<file path="src/rtl/text_pkg.sv">
// -----------------------------------------------------------------------------
// text_pkg
// Shared definitions for the VGA character buffer. Used by the write-side
// controller (text_writer) and by the character renderer that scans the
// buffer out.
//   CHARHRES / CHARVRES : character grid dimensions (80 x 60)
//   SPC                 : ASCII code stored as glyph index 0
//   ASCII_CR/LF/BS      : control codes the writer interprets
//   ADDR_W              : buffer address width (row*CHARHRES+col)
//   text_state_e        : writer FSM states
// -----------------------------------------------------------------------------
package text_pkg;

    localparam int CHARHRES = 80;
    localparam int CHARVRES = 60;
    localparam int CELLS    = CHARHRES * CHARVRES;
    localparam int ADDR_W   = 13;

    localparam logic [7:0] SPC      = 8'h20;
    localparam logic [7:0] ASCII_CR = 8'h0D;
    localparam logic [7:0] ASCII_LF = 8'h0A;
    localparam logic [7:0] ASCII_BS = 8'h08;

    typedef enum logic [1:0] {
        ST_CLEAR   = 2'd0,
        ST_IDLE    = 2'd1,
        ST_PUT     = 2'd2,
        ST_LINECLR = 2'd3
    } text_state_e;

    // Bytes 0x20..0x7E have a glyph; everything else is control or ignored.
    function automatic logic is_printable(input logic [7:0] b);
        return (b >= SPC) && (b <= 8'h7E);
    endfunction

endpackage

</file>
<file path="src/rtl/text_writer.sv">
// -----------------------------------------------------------------------------
// text_writer
// Write-side controller for the 80x60 character buffer. Consumes an ASCII
// byte stream, maintains a cursor and converts characters and control codes
// (CR, LF, BS) into single-cycle buffer writes. Clears the whole buffer after
// reset or on clear_req, and clears each new line on LF or wrap. A write is
// only issued in cycles where the display side grants the port (wr_allow).
//
// Ports
//   clk         in   clock
//   rst         in   synchronous active-high reset
//   char_valid  in   char_data holds a byte
//   char_data   in   ASCII byte
//   char_ready  out  byte accepted when char_valid & char_ready
//   clear_req   in   one-cycle pulse: clear buffer and home the cursor
//   wr_allow    in   buffer write port granted this cycle
//   wr_en       out  buffer write strobe
//   wr_addr     out  row*CHARHRES+col (registered)
//   wr_data     out  glyph index (registered)
//   cursor_x    out  current column
//   cursor_y    out  current row
//   busy        out  high in any state except IDLE
// -----------------------------------------------------------------------------
module text_writer
    import text_pkg::*;
(
    input  logic              clk,
    input  logic              rst,
    input  logic              char_valid,
    input  logic [7:0]        char_data,
    output logic              char_ready,
    input  logic              clear_req,
    input  logic              wr_allow,
    output logic              wr_en,
    output logic [ADDR_W-1:0] wr_addr,
    output logic [7:0]        wr_data,
    output logic [6:0]        cursor_x,
    output logic [5:0]        cursor_y,
    output logic              busy
);

    localparam logic [ADDR_W-1:0] LAST_CELL = ADDR_W'(CELLS - 1);
    localparam logic [ADDR_W-1:0] ROW_STEP  = ADDR_W'(CHARHRES);
    localparam logic [6:0]        LAST_COL  = 7'(CHARHRES - 1);
    localparam logic [5:0]        LAST_ROW  = 6'(CHARVRES - 1);

    text_state_e       state_q, state_d;
    logic [6:0]        col_q, col_d;
    logic [5:0]        row_q, row_d;
    logic [ADDR_W-1:0] row_base_q, row_base_d;
    logic [ADDR_W-1:0] addr_q, addr_d;
    logic [7:0]        data_q, data_d;
    logic [6:0]        cnt_q, cnt_d;
    logic              is_bs_q, is_bs_d;
    logic              clr_pend_q, clr_pend_d;

    // Cursor position one row down, wrapping to the top (no scrolling).
    logic [5:0]        row_next;
    logic [ADDR_W-1:0] base_next;
    logic [ADDR_W-1:0] cur_addr;
    logic              done;

    assign row_next  = (row_q == LAST_ROW) ? 6'd0 : row_q + 6'd1;
    assign base_next = (row_q == LAST_ROW) ? '0 : row_base_q + ROW_STEP;
    assign cur_addr  = row_base_q + {6'd0, col_q};

    // ---------------------------------------------------------------------
    // State register
    // ---------------------------------------------------------------------
    always_ff @(posedge clk) begin
        if (rst) begin
            state_q <= ST_CLEAR;
        end else begin
            state_q <= state_d;
        end
    end

    // ---------------------------------------------------------------------
    // Next-state and datapath next values
    // ---------------------------------------------------------------------
    always_comb begin
        state_d    = state_q;
        col_d      = col_q;
        row_d      = row_q;
        row_base_d = row_base_q;
        addr_d     = addr_q;
        data_d     = data_q;
        cnt_d      = cnt_q;
        is_bs_d    = is_bs_q;
        clr_pend_d = clr_pend_q;
        done       = 1'b0;

        case (state_q)
            ST_CLEAR: begin
                // clear_req is deliberately ignored here: a clear is already running.
                if (wr_en) begin
                    if (addr_q == LAST_CELL) begin
                        state_d    = ST_IDLE;
                        col_d      = '0;
                        row_d      = '0;
                        row_base_d = '0;
                    end else begin
                        addr_d = addr_q + 1'b1;
                    end
                end
            end

            ST_IDLE: begin
                if (clear_req) begin
                    // Clear wins over a byte offered in the same cycle.
                    state_d = ST_CLEAR;
                    addr_d  = '0;
                    data_d  = '0;
                end else if (char_valid) begin
                    if (is_printable(char_data)) begin
                        state_d = ST_PUT;
                        addr_d  = cur_addr;
                        data_d  = char_data - SPC;
                        is_bs_d = 1'b0;
                    end else if (char_data == ASCII_CR) begin
                        col_d = '0;
                    end else if (char_data == ASCII_LF) begin
                        state_d    = ST_LINECLR;
                        col_d      = '0;
                        row_d      = row_next;
                        row_base_d = base_next;
                        addr_d     = base_next;
                        data_d     = '0;
                        cnt_d      = '0;
                    end else if (char_data == ASCII_BS) begin
                        if (col_q != 7'd0) begin
                            state_d = ST_PUT;
                            col_d   = col_q - 7'd1;
                            addr_d  = cur_addr - 1'b1;
                            data_d  = '0;
                            is_bs_d = 1'b1;
                        end
                    end
                end
            end

            ST_PUT: begin
                if (clear_req) begin
                    clr_pend_d = 1'b1;
                end
                if (wr_en) begin
                    if (is_bs_q) begin
                        done = 1'b1;
                    end else if (col_q == LAST_COL) begin
                        // Writing the last column behaves like a line feed.
                        state_d    = ST_LINECLR;
                        col_d      = '0;
                        row_d      = row_next;
                        row_base_d = base_next;
                        addr_d     = base_next;
                        data_d     = '0;
                        cnt_d      = '0;
                    end else begin
                        col_d = col_q + 7'd1;
                        done  = 1'b1;
                    end
                end
            end

            ST_LINECLR: begin
                if (clear_req) begin
                    clr_pend_d = 1'b1;
                end
                if (wr_en) begin
                    if (cnt_q == LAST_COL) begin
                        done = 1'b1;
                    end else begin
                        cnt_d  = cnt_q + 7'd1;
                        addr_d = addr_q + 1'b1;
                    end
                end
            end

            default: state_d = ST_CLEAR;
        endcase

        // A clear requested during PUT/LINECLR (including this very cycle)
        // is taken instead of returning to IDLE.
        if (done) begin
            if (clr_pend_q || clear_req) begin
                state_d    = ST_CLEAR;
                addr_d     = '0;
                data_d     = '0;
                clr_pend_d = 1'b0;
            end else begin
                state_d = ST_IDLE;
            end
        end
    end

    // ---------------------------------------------------------------------
    // Datapath and cursor registers
    // ---------------------------------------------------------------------
    always_ff @(posedge clk) begin
        if (rst) begin
            col_q      <= '0;
            row_q      <= '0;
            row_base_q <= '0;
            addr_q     <= '0;
            data_q     <= '0;
            cnt_q      <= '0;
            is_bs_q    <= 1'b0;
            clr_pend_q <= 1'b0;
        end else begin
            col_q      <= col_d;
            row_q      <= row_d;
            row_base_q <= row_base_d;
            addr_q     <= addr_d;
            data_q     <= data_d;
            cnt_q      <= cnt_d;
            is_bs_q    <= is_bs_d;
            clr_pend_q <= clr_pend_d;
        end
    end

    // ---------------------------------------------------------------------
    // Outputs
    // ---------------------------------------------------------------------
    always_comb begin
        wr_en      = (state_q != ST_IDLE) && wr_allow;
        char_ready = (state_q == ST_IDLE) && !clear_req && !clr_pend_q;
        busy       = (state_q != ST_IDLE);
        wr_addr    = addr_q;
        wr_data    = data_q;
        cursor_x   = col_q;
        cursor_y   = row_q;
    end

endmodule

</file>
<file path="config.mk">
export PLATFORM = sky130hd
export DESIGN_NAME = text_writer
export DESIGN_NICKNAME = d
export VERILOG_FILES = /design/src/rtl/text_pkg.sv /design/src/rtl/text_writer.sv
export SDC_FILE = /design/constraint.sdc
export NUM_CORES = 1
export LEC_CHECK = 0
export ABC_AREA = 1
export ABC_CLOCK_PERIOD_IN_PS = 2800
export CORE_ASPECT_RATIO = 1.25
export CORE_MARGIN = 8
export CORE_UTILIZATION = 40
export CTS_CLUSTER_DIAMETER = 30
export DETAILED_ROUTE_END_ITERATION = 8
export HOLD_SLACK_MARGIN = 0.15
export PLACE_DENSITY = 0.7
export REMOVE_ABC_BUFFERS = 1
export SLEW_MARGIN = 20
export SYNTH_ARGS = -nofsm -noshare
export SYNTH_HDL_FRONTEND = slang
export SYNTH_SLANG_ARGS = --single-unit
</file>
<file path="constraint.sdc">
create_clock -name clk -period 2.8 [get_ports clk]
set_clock_uncertainty 0.15 [all_clocks]
set_input_delay 0.56 -clock clk [delete_from_list [all_inputs] [get_ports clk]]
set_output_delay 0.56 -clock clk [all_outputs]
set_load 0.01 [all_outputs]
</file>
## Word level (Yosys, flattened, before mapping)

Cells that the tools add are included.

- Flip-flop bits (word level): 58

- Add/subtract/negate cells: 9
- $lt $le $gt $ge: 2
- Equality and inequality tests: 36
- Muxes and demuxes: 108
- Bitwise logic cells: 1
- Reductions and logical operators: 20

Operators by type and width:

| operator | number |
|---|---|
| $mux 13 | 27 |
| $mux 7 | 22 |
| $mux 8 | 12 |
| $mux 6 | 11 |
| $pmux 13 s4 | 1 |
| $pmux 7 s3 | 2 |
| $pmux 13 s3 | 1 |
| $ne 2x2->1 const B | 14 |
| $mux 2 | 13 |
| $eq 8x4->1 const B | 3 |
| $reduce_and 11->1 | 2 |
| $reduce_and 10->1 | 2 |
| $pmux 6 s3 | 1 |
| $pmux 8 s2 | 1 |
| $mux 1 | 15 |
| $ne 3x3->1 const B | 5 |
| $add 7x1->7 const B | 2 |
| $eq 7x7->1 const B | 2 |
| $add 13x1->13 const B | 1 |
| $add 13x7->13 | 1 |
| $add 13x7->13 const B | 1 |
| $eq 13x13->1 const B | 1 |
| $sub 13x1->13 const B | 1 |
| $ne 4x4->1 const B | 3 |
| 24 further kinds | 32 |

## Depth between registers and ports, before layout

Gate-level depths: netlist (run 1).

- Depth after elaboration: 12
- Mapped depth: 23
- Depth with buffers taken out: 23

## Worst setup path before layout (run 1)

No wires, ideal clock.

- Kind: reg-to-reg
- Start point: register col_q[0], in the netlist cursor_x[0]
- End point: register addr_q[10], in the netlist wr_addr[10]
- Setup time: 70 ps
- Data arrival time: 2571 ps
- Required time: 2580 ps
- Setup slack: 9 ps
- Stages on the path, launching flop included: 22
- Cells stage by stage: dfxtp_1 ha_1 fa_1 inv_1 ha_1 a21boi_1 nand3_1 nor2_2 nand2_1 nor2_4 nand2_1 nand2_1 nand3_1 nand2_1 nand2_1 nand2_1 nand2_1 nand2_1 nand2_1 nand2_1 nand2_1 a21oi_1

- Longest elaborated chain between the ends: 12

RTL lines:

| what | line | source |
|---|---|---|
| start, declared | text_writer.sv:48 | `logic [6:0] col_q, col_d;` |
| start signal, assigned | text_writer.sv:210 | `col_q <= col_d;` |
| $add 13x7->13 | text_writer.sv:65 | `assign cur_addr = row_base_q + {6'd0, col_q};` |
| $sub 13x1->13 | text_writer.sv:134 | `addr_d = cur_addr - 1'b1;` |
| $mux 13 | text_writer.sv:131 | `if (col_q != 7'd0) begin` |
| $mux 13 | text_writer.sv:130 | `end else if (char_data == ASCII_BS) begin` |
| $mux 13 | text_writer.sv:122 | `end else if (char_data == ASCII_LF) begin` |
| $mux 13 | text_writer.sv:120 | `end else if (char_data == ASCII_CR) begin` |
| $mux 13 | text_writer.sv:115 | `if (is_printable(char_data)) begin` |
| $mux 13 | text_writer.sv:114 | `end else if (char_valid) begin` |
| $mux 13 | text_writer.sv:109 | `if (clear_req) begin` |
| $pmux 13 s4 | text_writer.sv:93 | `case (state_q)` |
| $mux 13 | text_writer.sv:185 | `if (clr_pend_q \|\| clear_req) begin` |
| $mux 13 (*) | text_writer.sv:184 | `if (done) begin` |
| end signal, assigned | text_writer.sv:213 | `addr_q <= addr_d;` |
| end, declared | text_writer.sv:51 | `logic [ADDR_W-1:0] addr_q, addr_d;` |

Mark *: on every way between the ends. The rest lies on a longest branch, timed or not.
A chain may end at the register's enable or synchronous reset.

## Worst setup path in the final report (run 1)

- Start point: register row_base_q[0]
- End point: register addr_q[4], in the netlist wr_addr[4]

- Longest elaborated chain between the ends: 12

RTL lines:

| what | line | source |
|---|---|---|
| start, declared | text_writer.sv:50 | `logic [ADDR_W-1:0] row_base_q, row_base_d;` |
| start signal, assigned | text_writer.sv:212 | `row_base_q <= row_base_d;` |
| $add 13x7->13 | text_writer.sv:65 |  |
| $sub 13x1->13 | text_writer.sv:134 |  |
| $mux 13 | text_writer.sv:131 |  |
| $mux 13 | text_writer.sv:130 |  |
| $mux 13 | text_writer.sv:122 |  |
| $mux 13 | text_writer.sv:120 |  |
| $mux 13 | text_writer.sv:115 |  |
| $mux 13 | text_writer.sv:114 |  |
| $mux 13 | text_writer.sv:109 |  |
| $pmux 13 s4 (*) | text_writer.sv:93 |  |
| $mux 13 | text_writer.sv:185 |  |
| $mux 13 (*) | text_writer.sv:184 |  |

Marks and branches as above.

==> flow_summary.toml, run 1 <==
[outcome]
outcome = "finished, violations left"
failed_checks = "setup timing"

[timing]
max_freq_mhz = 356
post-route-period-util = 1.00
final.min_clock_period_ns = 2.81
rsz0062_at_grt = "yes"
hold_ws_ns = 0.299
slew-limit-headroom = 0.620
drv_slew = 0
setup_viol = 1
hold_viol = 0
max_slew.worst_pin.slew_ns = 0.570
layout_setup_ws_ns = -0.0124

[critical_path]
worstSetupEndpointType = "register"
critPathLaunch = "row_base_q[0]$_SDFFE_PP0P_"
cpPeakStageDelay_ns = 0.47
cpMaxStageDelayCell = "fa_2"
critical_path.cell_chain = "ha_4 > fa_2 > inv_2 > ha_4 > a21boi_4 > nand3_2 > nor2_4 > buf_4 > buf_4 > nor2_1 > nand2_1 > o221ai_1 > a21oi_1 > o21ai_1 > o21ai_1 > nand2_1 > a41oi_2"
r2r_start = "row_base_q[0]$_SDFFE_PP0P_"
r2r-end = "wr_addr[4]$_SDFF_PP0_"
required_ns = 2.92
arrival_ns = 2.93
worstSetupPathType = "reg2reg"
worst-path-max-fanout = 3
reg2reg_slack_ns = -0.01
worstSetupStartpointType = "register"
r2r_cells = 17

[route]
drtIter0Drc = 555
avgViaCountPerCell = 5.52
drc = 0
drt-pass1-iter-count = 5
vias = 6482
totalWireLength_um = 17900
wl_per_cell_um = 15.2
antenna_left = 0

[floorplan]
die_x_um = 120
start_util = 0.410
core_mm2 = 0.0133
rows = 47
ios = 50
dieArea_mm2 = 0.0177
die_h_um = 147

[power_and_ir_drop]
p_per_area_mw_per_mm2 = 654
pwr-share-clk = 0.244
power_switching_mw = 1.93
switching_share = 0.420
comb_power_share = 0.492
power_mw = 4.60
worst_ir_drop_vdd_uv = 328
seqPwrFrac = 0.264
intPower_mw = 2.67
leakage_nw = 2.99

[clocking]
postCtsHoldBufs = 0
clk_pin_slew_ns = 0.06
cts_made_buffers = 9
clock_latency_ns = 0.34
h-tree-depth = 3
cts-root-buf = "clkbuf_16"
cts_max_path_buffers = 2
cts_tree = "built"
cts_sinks = 58

[synth]
synth-edff-count = 0
syn_area_per_cell_um2 = 6.08
ys_async_sr_fraction = 0
synth_compound_area_frac = 0.270
synth_flop_cell = "dfxtp_1"
synth-xor-area-share = 0.0321
synth_fa_ha_area_frac = 0.0541
synthMuxAreaShare = 0
synth_cell_type_count = 54
yosysWarnings = 0
synth_cells = 897
ys_seq_elements = 58
synth-simple-area-share = 0.326
synth_area_mm2 = 0.00546
synth_seq_area_share = 0.213
synth_top_family_by_area = "simple AND/OR/NAND/NOR gates"

[final_layout]
diodes = 0
syn_to_final_growth_pct = 28.8
final_cell_mix = "nand2_1, inv_1, a21oi_1"
drive_gt1_frac = 0.167
nets = 1034
final_core_util = 0.529
layout_commonest_cell = "nand2_1"

[grt]
grt_max_degree = 26
met2_usage = 0.345
track_usage = 0.202
top_usage_layer = "met2"
met1_usage = 0.224
gr-total-overflow = 0
grt_use_met3 = 0.0340
grt_pass1_wl_um = 29500
grt_pass1_vias = 6363
antenna_found_initial = 0

[placement]
dp_hpwl_um = 13500
gp_congestion = 0.917
portBuffers = 49

[hold_path]
worstHoldPathType = "reg2reg"
hold_depth = 1
hp-start = "cnt_q[5]$_SDFFE_PP0P_"
min_to = "cnt_q[5]$_SDFFE_PP0P_"

[flow_run]
cap_violations = 0
## logic make-up (layout without fill, tap and decap cells)
family | count (synthesis) | in the layout
DFF | 58 | 58
buffers and inverters | 149 | 255
and+or+nand+nor | 390 | 390
xor gates and xnor gates | 20 | 20
AOI/OAI and AO/OA | 257 | 257
adders and majority gates | 23 | 23
## final cells by class
| type | count | area, µm² |
|---|---|---|
| sequential | 58 | 1160 |
| inverter | 117 | 439 |
| clock buffer | 10 | 229 |
| multi-input combinational | 690 | 3870 |
| fill | 1372 | 6260 |
| tap | 171 | 214 |
| timing repair buffer | 122 | 1040 |
| clock inverter | 6 | 67.6 |
## critical path: cells and delay by family, from the launching register on
family / cells / cell delay (ns)
adder cells (fa/ha/maj): 3 / 0.76
AO/OA/AOI/OAI: 6 / 0.75
AND/OR/NAND/NOR: 5 / 0.43
flip-flops: 1 / 0.33
buffers and inverters: 3 / 0.29
## sequential cells by signal, summed over array words and instances (netlist names)
| register | cells |
|---|---|
| clr_pend_q | 1 |
| cnt_q | 7 |
| cursor_x | 7 |
| cursor_y | 6 |
| is_bs_q | 1 |
| row_base_q | 13 |
| state_q | 2 |
| wr_addr | 13 |
| wr_data | 8 |
## worst max path at each step
| stage | end | slack [ns] |
|---|---|---|
| final | wr_addr[4]$_SDFF_PP0_ | -0.01 |
| after global routing | wr_addr[8]$_SDFF_PP0_ | -0.26 |
| after CTS | wr_addr[10]$_SDFF_PP0_ | 0.009 |
| after detailed placement | cnt_q[6]$_SDFFE_PP0P_ | -0.10 |
| after global placement | cnt_q[6]$_SDFFE_PP0P_ | -0.04 |
| after floorplan | wr_addr[2]$_SDFF_PP0_ | -0.04 |
## per-layer routing
metal | part of all wire | up-vias
li1 | - | 3236
met1 | 0.40 | 2925
met2 | 0.49 | 252
met3 | 0.058 | 69
met4 | 0.051 | 0
met5 | 0 | -
## cells in the mapped netlist (2+ instances only)
cell / count / area share
nor3_4: 3 / 0.0089
nor2_1: 68 / 0.047
clkbuf_1: 18 / 0.012
a31oi_1: 2 / 0.0023
buf_2: 11 / 0.010
nand4_1: 8 / 0.0092
buf_1: 3 / 0.0021
inv_2: 11 / 0.0076
nor4_1: 3 / 0.0034
nor3b_1: 2 / 0.0028
o21ai_1: 9 / 0.0083
o22ai_1: 12 / 0.014
nor3_2: 3 / 0.0055
nor2_4: 3 / 0.0062
nor2_2: 7 / 0.0080
inv_1: 103 / 0.071
nand3_2: 4 / 0.0073
a32oi_1: 7 / 0.011
ha_1: 22 / 0.050
o21ai_0: 83 / 0.076
o221ai_1: 4 / 0.0064
a21oi_1: 99 / 0.091
a211oi_1: 6 / 0.0083
xor2_1: 16 / 0.026
nor3_1: 18 / 0.017
o21bai_1: 5 / 0.0069
clkinv_1: 3 / 0.0021
nand2_2: 13 / 0.015
o211ai_1: 13 / 0.018
dfxtp_1: 58 / 0.21
or2_2: 2 / 0.0023
a21boi_1: 2 / 0.0028
nand3_1: 49 / 0.045
nand2_1: 202 / 0.14
xnor2_1: 4 / 0.0064
a41oi_1: 3 / 0.0048
## through the flow
step / cells / worst slack, ns / instance area (µm²) / TNS, ns
5_1_grt: 1174 / -0.258 / 7030 / -1.01
4_1_cts: 1173 / 0.00909 / 6880 / 0
3_5_place_dp: 1156 / -0.100 / 6570 / -0.336
3_3_place_gp: 1156 / -0.0372 / 6570 / -0.0389
6_report: 1174 / -0.0124 / 7030 / -0.0124
2_1_floorplan: 865 / -0.0381 / 5320 / -0.116
## power by group through the flow
stage	clock [mW]	sequential (mW)	combinational, mW
finish	1.12	1.21	2.26
global placement	0	1.22	2.10
CTS	1.13	1.21	2.15
global route	1.17	1.24	2.53
detailed placement	0	1.22	2.11
floorplan	0	1.26	1.22
## timing repair
action                                  4_1_cts  5_1_grt
endpoints found under the setup margin        3       15
pin swaps                                     2        8
buffers inserted                              1        1
resized for setup                             4       35
Note: power is estimated with default switching activity, not from simulation.
==> run 2, diff against run 1 <==
- ABC_AREA: 1 -> 0
==> run 2 against run 1 <==
  * The run still ends with setup timing left
  * Clock power up 11%
  * Critical endpoint is now wr_addr[9]$_SDFF_PP0_
  * Largest power group is now clock
  * Sequential share of layout area down 1.7 points
  * Largest cell class unchanged
  * Total power down 50%
  * Global-route usage up 3.5 points
  * Utilization up 6.6 points
  * Highest routed layer unchanged
  * Non-clock buffer count up 102
  * Critical path depth down 6
  * Critical path type unchanged
  * Sequential cell count unchanged
==> flow_summary.toml, run 2 <==
[critical_path]
arrival_ns = 2.96
cpMaxStageDelayCell = "nor4_4"
worstSetupEndpointType = "register"
cpPeakStageDelay_ns = 0.39
worstSetupStartpointType = "register"
r2r_cells = 11
required_ns = 2.91
crit_top_cell = "buf_6"
worst-path-max-fanout = 6
critical_path.cell_chain = "ha_4 > fa_2 > a211o_1 > buf_6 > nand3_4 > o311ai_4 > buf_6 > nor4_4 > a21oi_1 > nand3b_1 > a221oi_2"
worstSetupPathType = "reg2reg"

[floorplan]
ios = 50
rows = 47
die_x_um = 120
start_util = 0.409
die_h_um = 146
core_mm2 = 0.0132
dieArea_mm2 = 0.0175

[timing]
rsz0062_at_grt = "yes"
hold_viol = 0
drv_slew = 0
final.min_clock_period_ns = 2.85
layout_setup_ws_ns = -0.0516
hold_ws_ns = 0.327
max_slew.worst_pin.slew_ns = 0.556
post-route-period-util = 1.02
max_freq_mhz = 351
setup_viol = 4
slew-limit-headroom = 0.625

[grt]
gr-total-overflow = 0
grt_pass1_vias = 6507
antenna_found_initial = 0
track_usage = 0.237
grt_pass1_wl_um = 33500
grt_max_degree = 27

[synth]
synth.largest_area_cell = "dfxtp_1"
ys_async_sr_fraction = 0
synth_cell_type_count = 79
synth_area_mm2 = 0.00541
synth-edff-count = 0
ys_seq_elements = 58
synth_top_cells_by_count = "nor2_1, nand2_1, a21oi_1"
yosys-top-cells-area = "dfxtp_1, a21oi_1, nor2_1, ha_1, nand2_1"
synth_flop_cell = "dfxtp_1"
yosysWarnings = 0
synth_seq_area_share = 0.215
syn_area_per_cell_um2 = 7.32
synth_top_area_share = 0.215
synth_cells = 739
synth_most_common_cell = "nor2_1"

[final_layout]
final_core_util = 0.595
finalNonFillerCells = 1098
fill_cells = 1195
syn_to_final_growth_pct = 45.4
nets = 958
drive_gt1_frac = 0.294
final_cell_mix = "buf_4, nor2_1, nand2_1"
diodes = 0
layout_commonest_cell = "buf_4"

[power_and_ir_drop]
worst_ir_drop_vdd_uv = 214
leakage_nw = 3.07
power_mw = 2.30
p_per_area_mw_per_mm2 = 292

[clocking]
clk_pin_slew_ns = 0.06
cts_sinks = 58
postCtsHoldBufs = 0
cts_tree = "built"
h-tree-depth = 3
cts_max_path_buffers = 2
clock_latency_ns = 0.35
cts_made_buffers = 9
cts-root-buf = "clkbuf_16"

[placement]
gp_congestion = 1.00
portBuffers = 49
dp_hpwl_um = 15800
dp.cells = 1070

[route]
antenna_left = 0
drtIter0Drc = 636
wl_per_cell_um = 19.5
drc = 0
drt-pass1-iter-count = 9
totalWireLength_um = 21400
vias = 6669
avgViaCountPerCell = 6.07

[hold_path]
hold_depth = 2
worstHoldPathType = "reg2reg"

[outcome]
outcome = "finished, violations left"
failed_checks = "setup timing"

[flow_run]
cap_violations = 0
-- run 2: cell types whose count changed in the layout (fill, tap and decap cells not counted), sizes merged, moves of 14 or more --
cell / before / now
nand2: 215 / 69
buf: 73 / 175
inv: 114 / 21
o21ai: 93 / 42
a21oi: 100 / 63
nand3: 53 / 28
a221oi: 0 / 16
xnor2: 4 / 18
-- run 2: timing repair --
item | CTS | global route
gates cloned | 0 | 1
gates resized for setup | 54 | 35
pin swaps | 19 | 14
endpoints found under the setup margin | 45 | 36
setup buffers | 7 | 4
-- run 2: per-layer routing --
| metal | GRT usage | part of all wire |
|---|---|---|
| met2 | 0.397 | 0.47 |
| met3 | 0.0475 | 0.076 |
| met5 | 0 | 0 |
| met4 | 0.162 | 0.068 |
| met1 | 0.264 | 0.39 |
-- run 2: kinds of logic after synthesis --
family                   Yosys count  synth area share
buffers and inverters             74            0.0560
flip-flops                        58             0.215
AO/OA/AOI/OAI                    236             0.302
AND/OR/NAND/NOR                  297             0.287
multiplexers                      11            0.0215
XOR/XNOR                          40            0.0648
adder cells (fa/ha/maj)           23            0.0546
-- run 2: path summary, 6_finish.rpt --
check                                                 from               endpoint  slack, ns
worst max-delay path            row_base_q[0]$_SDFFE_PP0P_  wr_addr[9]$_SDFF_PP0_      -0.05
worst min register to register       wr_data[5]$_SDFF_PP0_  wr_data[5]$_SDFF_PP0_       0.33
worst max register to register  row_base_q[0]$_SDFFE_PP0P_  wr_addr[9]$_SDFF_PP0_      -0.05
worst min-delay path                 wr_data[5]$_SDFF_PP0_  wr_data[5]$_SDFF_PP0_       0.33
-- run 2: power by group --
part           switching (mW)  internal, mW
Sequential            0.00154         0.828
Clock                   0.448         0.787
Combinational           0.128         0.106
Total                   0.577          1.72
-- run 2: cell type report --
cell class / count / area [µm²] / area share
clock buffers: 13 / 280 / 0.0356
clock inverters: 3 / 45.0 / 0.00573
well taps: 171 / 214 / 0.0272
repair buffers: 224 / 1850 / 0.235
inverters: 22 / 83.8 / 0.0107
flip-flops and latches: 58 / 1170 / 0.149
multi-input cells: 607 / 4220 / 0.537
-- run 2: critical path: cells and delay by family (launching register included) --
kind	cells	cell delay, ns
adder cells (fa/ha/maj)	2	0.52
flip-flops	1	0.33
AO/OA/AOI/OAI	4	0.79
AND/OR/NAND/NOR	3	0.66
buffers and inverters	2	0.30
-- run 2: metrics by stage --
stage	instance area (µm²)	setup TNS [ns]	setup slack [ns]
4_1_cts	7710	-0.0205	-0.0119
3_5_place_dp	7150	-18.97	-0.497
3_3_place_gp	7150	-17.65	-0.464
6_report	7870	-0.157	-0.0516
5_1_grt	7870	-0.743	-0.152
2_1_floorplan	5190	-13.53	-0.737
==> run 3, diff against run 2 <==
- SKIP_CTS_REPAIR_TIMING: not set -> 1
==> run 3 against run 2 <==
  * The flow still finishes with violations (setup timing)
  * Maximum frequency is 3.1% lower
  * Total power is 0.22% higher
  * Critical endpoint is now wr_addr[12]$_SDFF_PP0_
  * Non-clock buffer count is 7 lower
  * Die area stayed put
  * Clock power hardly changed
  * Global-route usage is 0.74 points lower
  * Count of clock-buffer cells in the layout stayed put
  * Critical path depth stayed put
  * Largest power group unchanged
==> flow_summary.toml, run 3 (synthesized netlist as in run 2, its figures left out) <==
[critical_path]
required_ns = 2.88
worstSetupStartpointType = "register"
arrival_ns = 3.03
worstSetupEndpointType = "register"
worst-path-max-fanout = 4
worstSetupPathType = "reg2reg"

[route]
wl_per_cell_um = 19.8
avgViaCountPerCell = 6.10
totalWireLength_um = 21600
drc = 0
drt-pass1-iter-count = 5
vias = 6662
drtIter0Drc = 701
antenna_left = 0

[timing]
setup_viol = 5
rsz0062_at_grt = "yes"
layout_setup_ws_ns = -0.143
max_slew.worst_pin.slew_ns = 0.544
slew-limit-headroom = 0.634
max_freq_mhz = 340
setup_tns_ns = -0.467
post-route-period-util = 1.05
final.min_clock_period_ns = 2.94
drv_slew = 0
hold_viol = 0
hold_ws_ns = 0.328

[power_and_ir_drop]
seqPwrFrac = 0.360
p_per_area_mw_per_mm2 = 292
worst_ir_drop_vdd_uv = 211
switching_share = 0.250
pwr-share-clk = 0.534
comb_power_share = 0.106
power_mw = 2.30
intPower_mw = 1.73
leakage_nw = 3.12
power_switching_mw = 0.576

[final_layout]
final_cell_area_mm2 = 0.00788
drive_gt1_frac = 0.287
final_cell_mix = "buf_4, nor2_1, nand2_1"
final_core_util = 0.596
diodes = 0
nets = 952
layout_commonest_cell = "buf_4"
finalNonFillerCells = 1092
syn_to_final_growth_pct = 45.7

[clocking]
cts_made_buffers = 9
clk_pin_slew_ns = 0.06
cts_max_path_buffers = 2
cts_sinks = 58
cts-root-buf = "clkbuf_16"
cts_tree = "built"
h-tree-depth = 3
clock_latency_ns = 0.35

[placement]
dp.cells = 1070
gp_congestion = 1.00
dp_hpwl_um = 15800
postPlaceCellArea_mm2 = 0.00715
portBuffers = 49
dp_slack_ns = -0.497

[floorplan]
start_util = 0.409
dieArea_mm2 = 0.0175
die_h_um = 146
ios = 50
rows = 47
core_mm2 = 0.0132
die_x_um = 120

[outcome]
failed_checks = "setup timing"
outcome = "finished, violations left"

[grt]
track_usage = 0.229
grt_max_degree = 27
grt_pass1_vias = 6291
grt_pass1_wl_um = 32400
gr-total-overflow = 0
antenna_found_initial = 0

[hold_path]
worstHoldPathType = "reg2reg"

[flow_run]
cap_violations = 0
run 3: path summary, 6_finish.rpt:
kind	startpoint	to	slack, ns	depth (start not counted)
setup / recovery	cursor_x[0]$_SDFFE_PP0P_	wr_addr[12]$_SDFF_PP0_	-0.14	11
hold reg to reg	wr_data[5]$_SDFF_PP0_	wr_data[5]$_SDFF_PP0_	0.33	2
setup reg to reg	cursor_x[0]$_SDFFE_PP0P_	wr_addr[12]$_SDFF_PP0_	-0.14	11
hold / removal	wr_data[5]$_SDFF_PP0_	wr_data[5]$_SDFF_PP0_	0.33	2
run 3: layer usage:
layer  vias up  routed length (µm)  global-route usage
met5         -                   0                   0
met4         0                1450               0.148
met3       107                1580              0.0451
met2       325               10200               0.384
met1      3102                8430               0.261
li1       3128                   -                   -
run 3: final cells by class:
cell class,count,area [µm²]
Multi-Input combinational cell,608,4250
Sequential cell,58,1170
Clock buffer,13,280
Inverter,22,86.3
Timing Repair Buffer,217,1840
Clock inverter,3,45.0
Fill cell,1176,5350
Tap cell,171,214
run 3: power groups by stage:
stage / sequential (mW) / combinational [mW] / clock (mW)
final: 0.830 / 0.244 / 1.23
after global routing: 0.830 / 0.259 / 1.27
after CTS: 0.830 / 0.223 / 1.24
after detailed placement: 0.848 / 0.221 / 0
after global placement: 0.848 / 0.222 / 0
after floorplan: 0.854 / 0.0713 / 0
run 3: worst max-delay path, stage by stage, from the launching register on:
cell and delay (ns):
dfxtp_2 0.34, ha_4 0.17, fa_2 0.38, a211o_1 0.38
buf_6 0.14, a21boi_2 0.12, buf_4 0.15, or4_4 0.12
nand4_1 0.20, a2111oi_4 0.39, nand3b_1 0.15, o2bb2ai_2 0.15
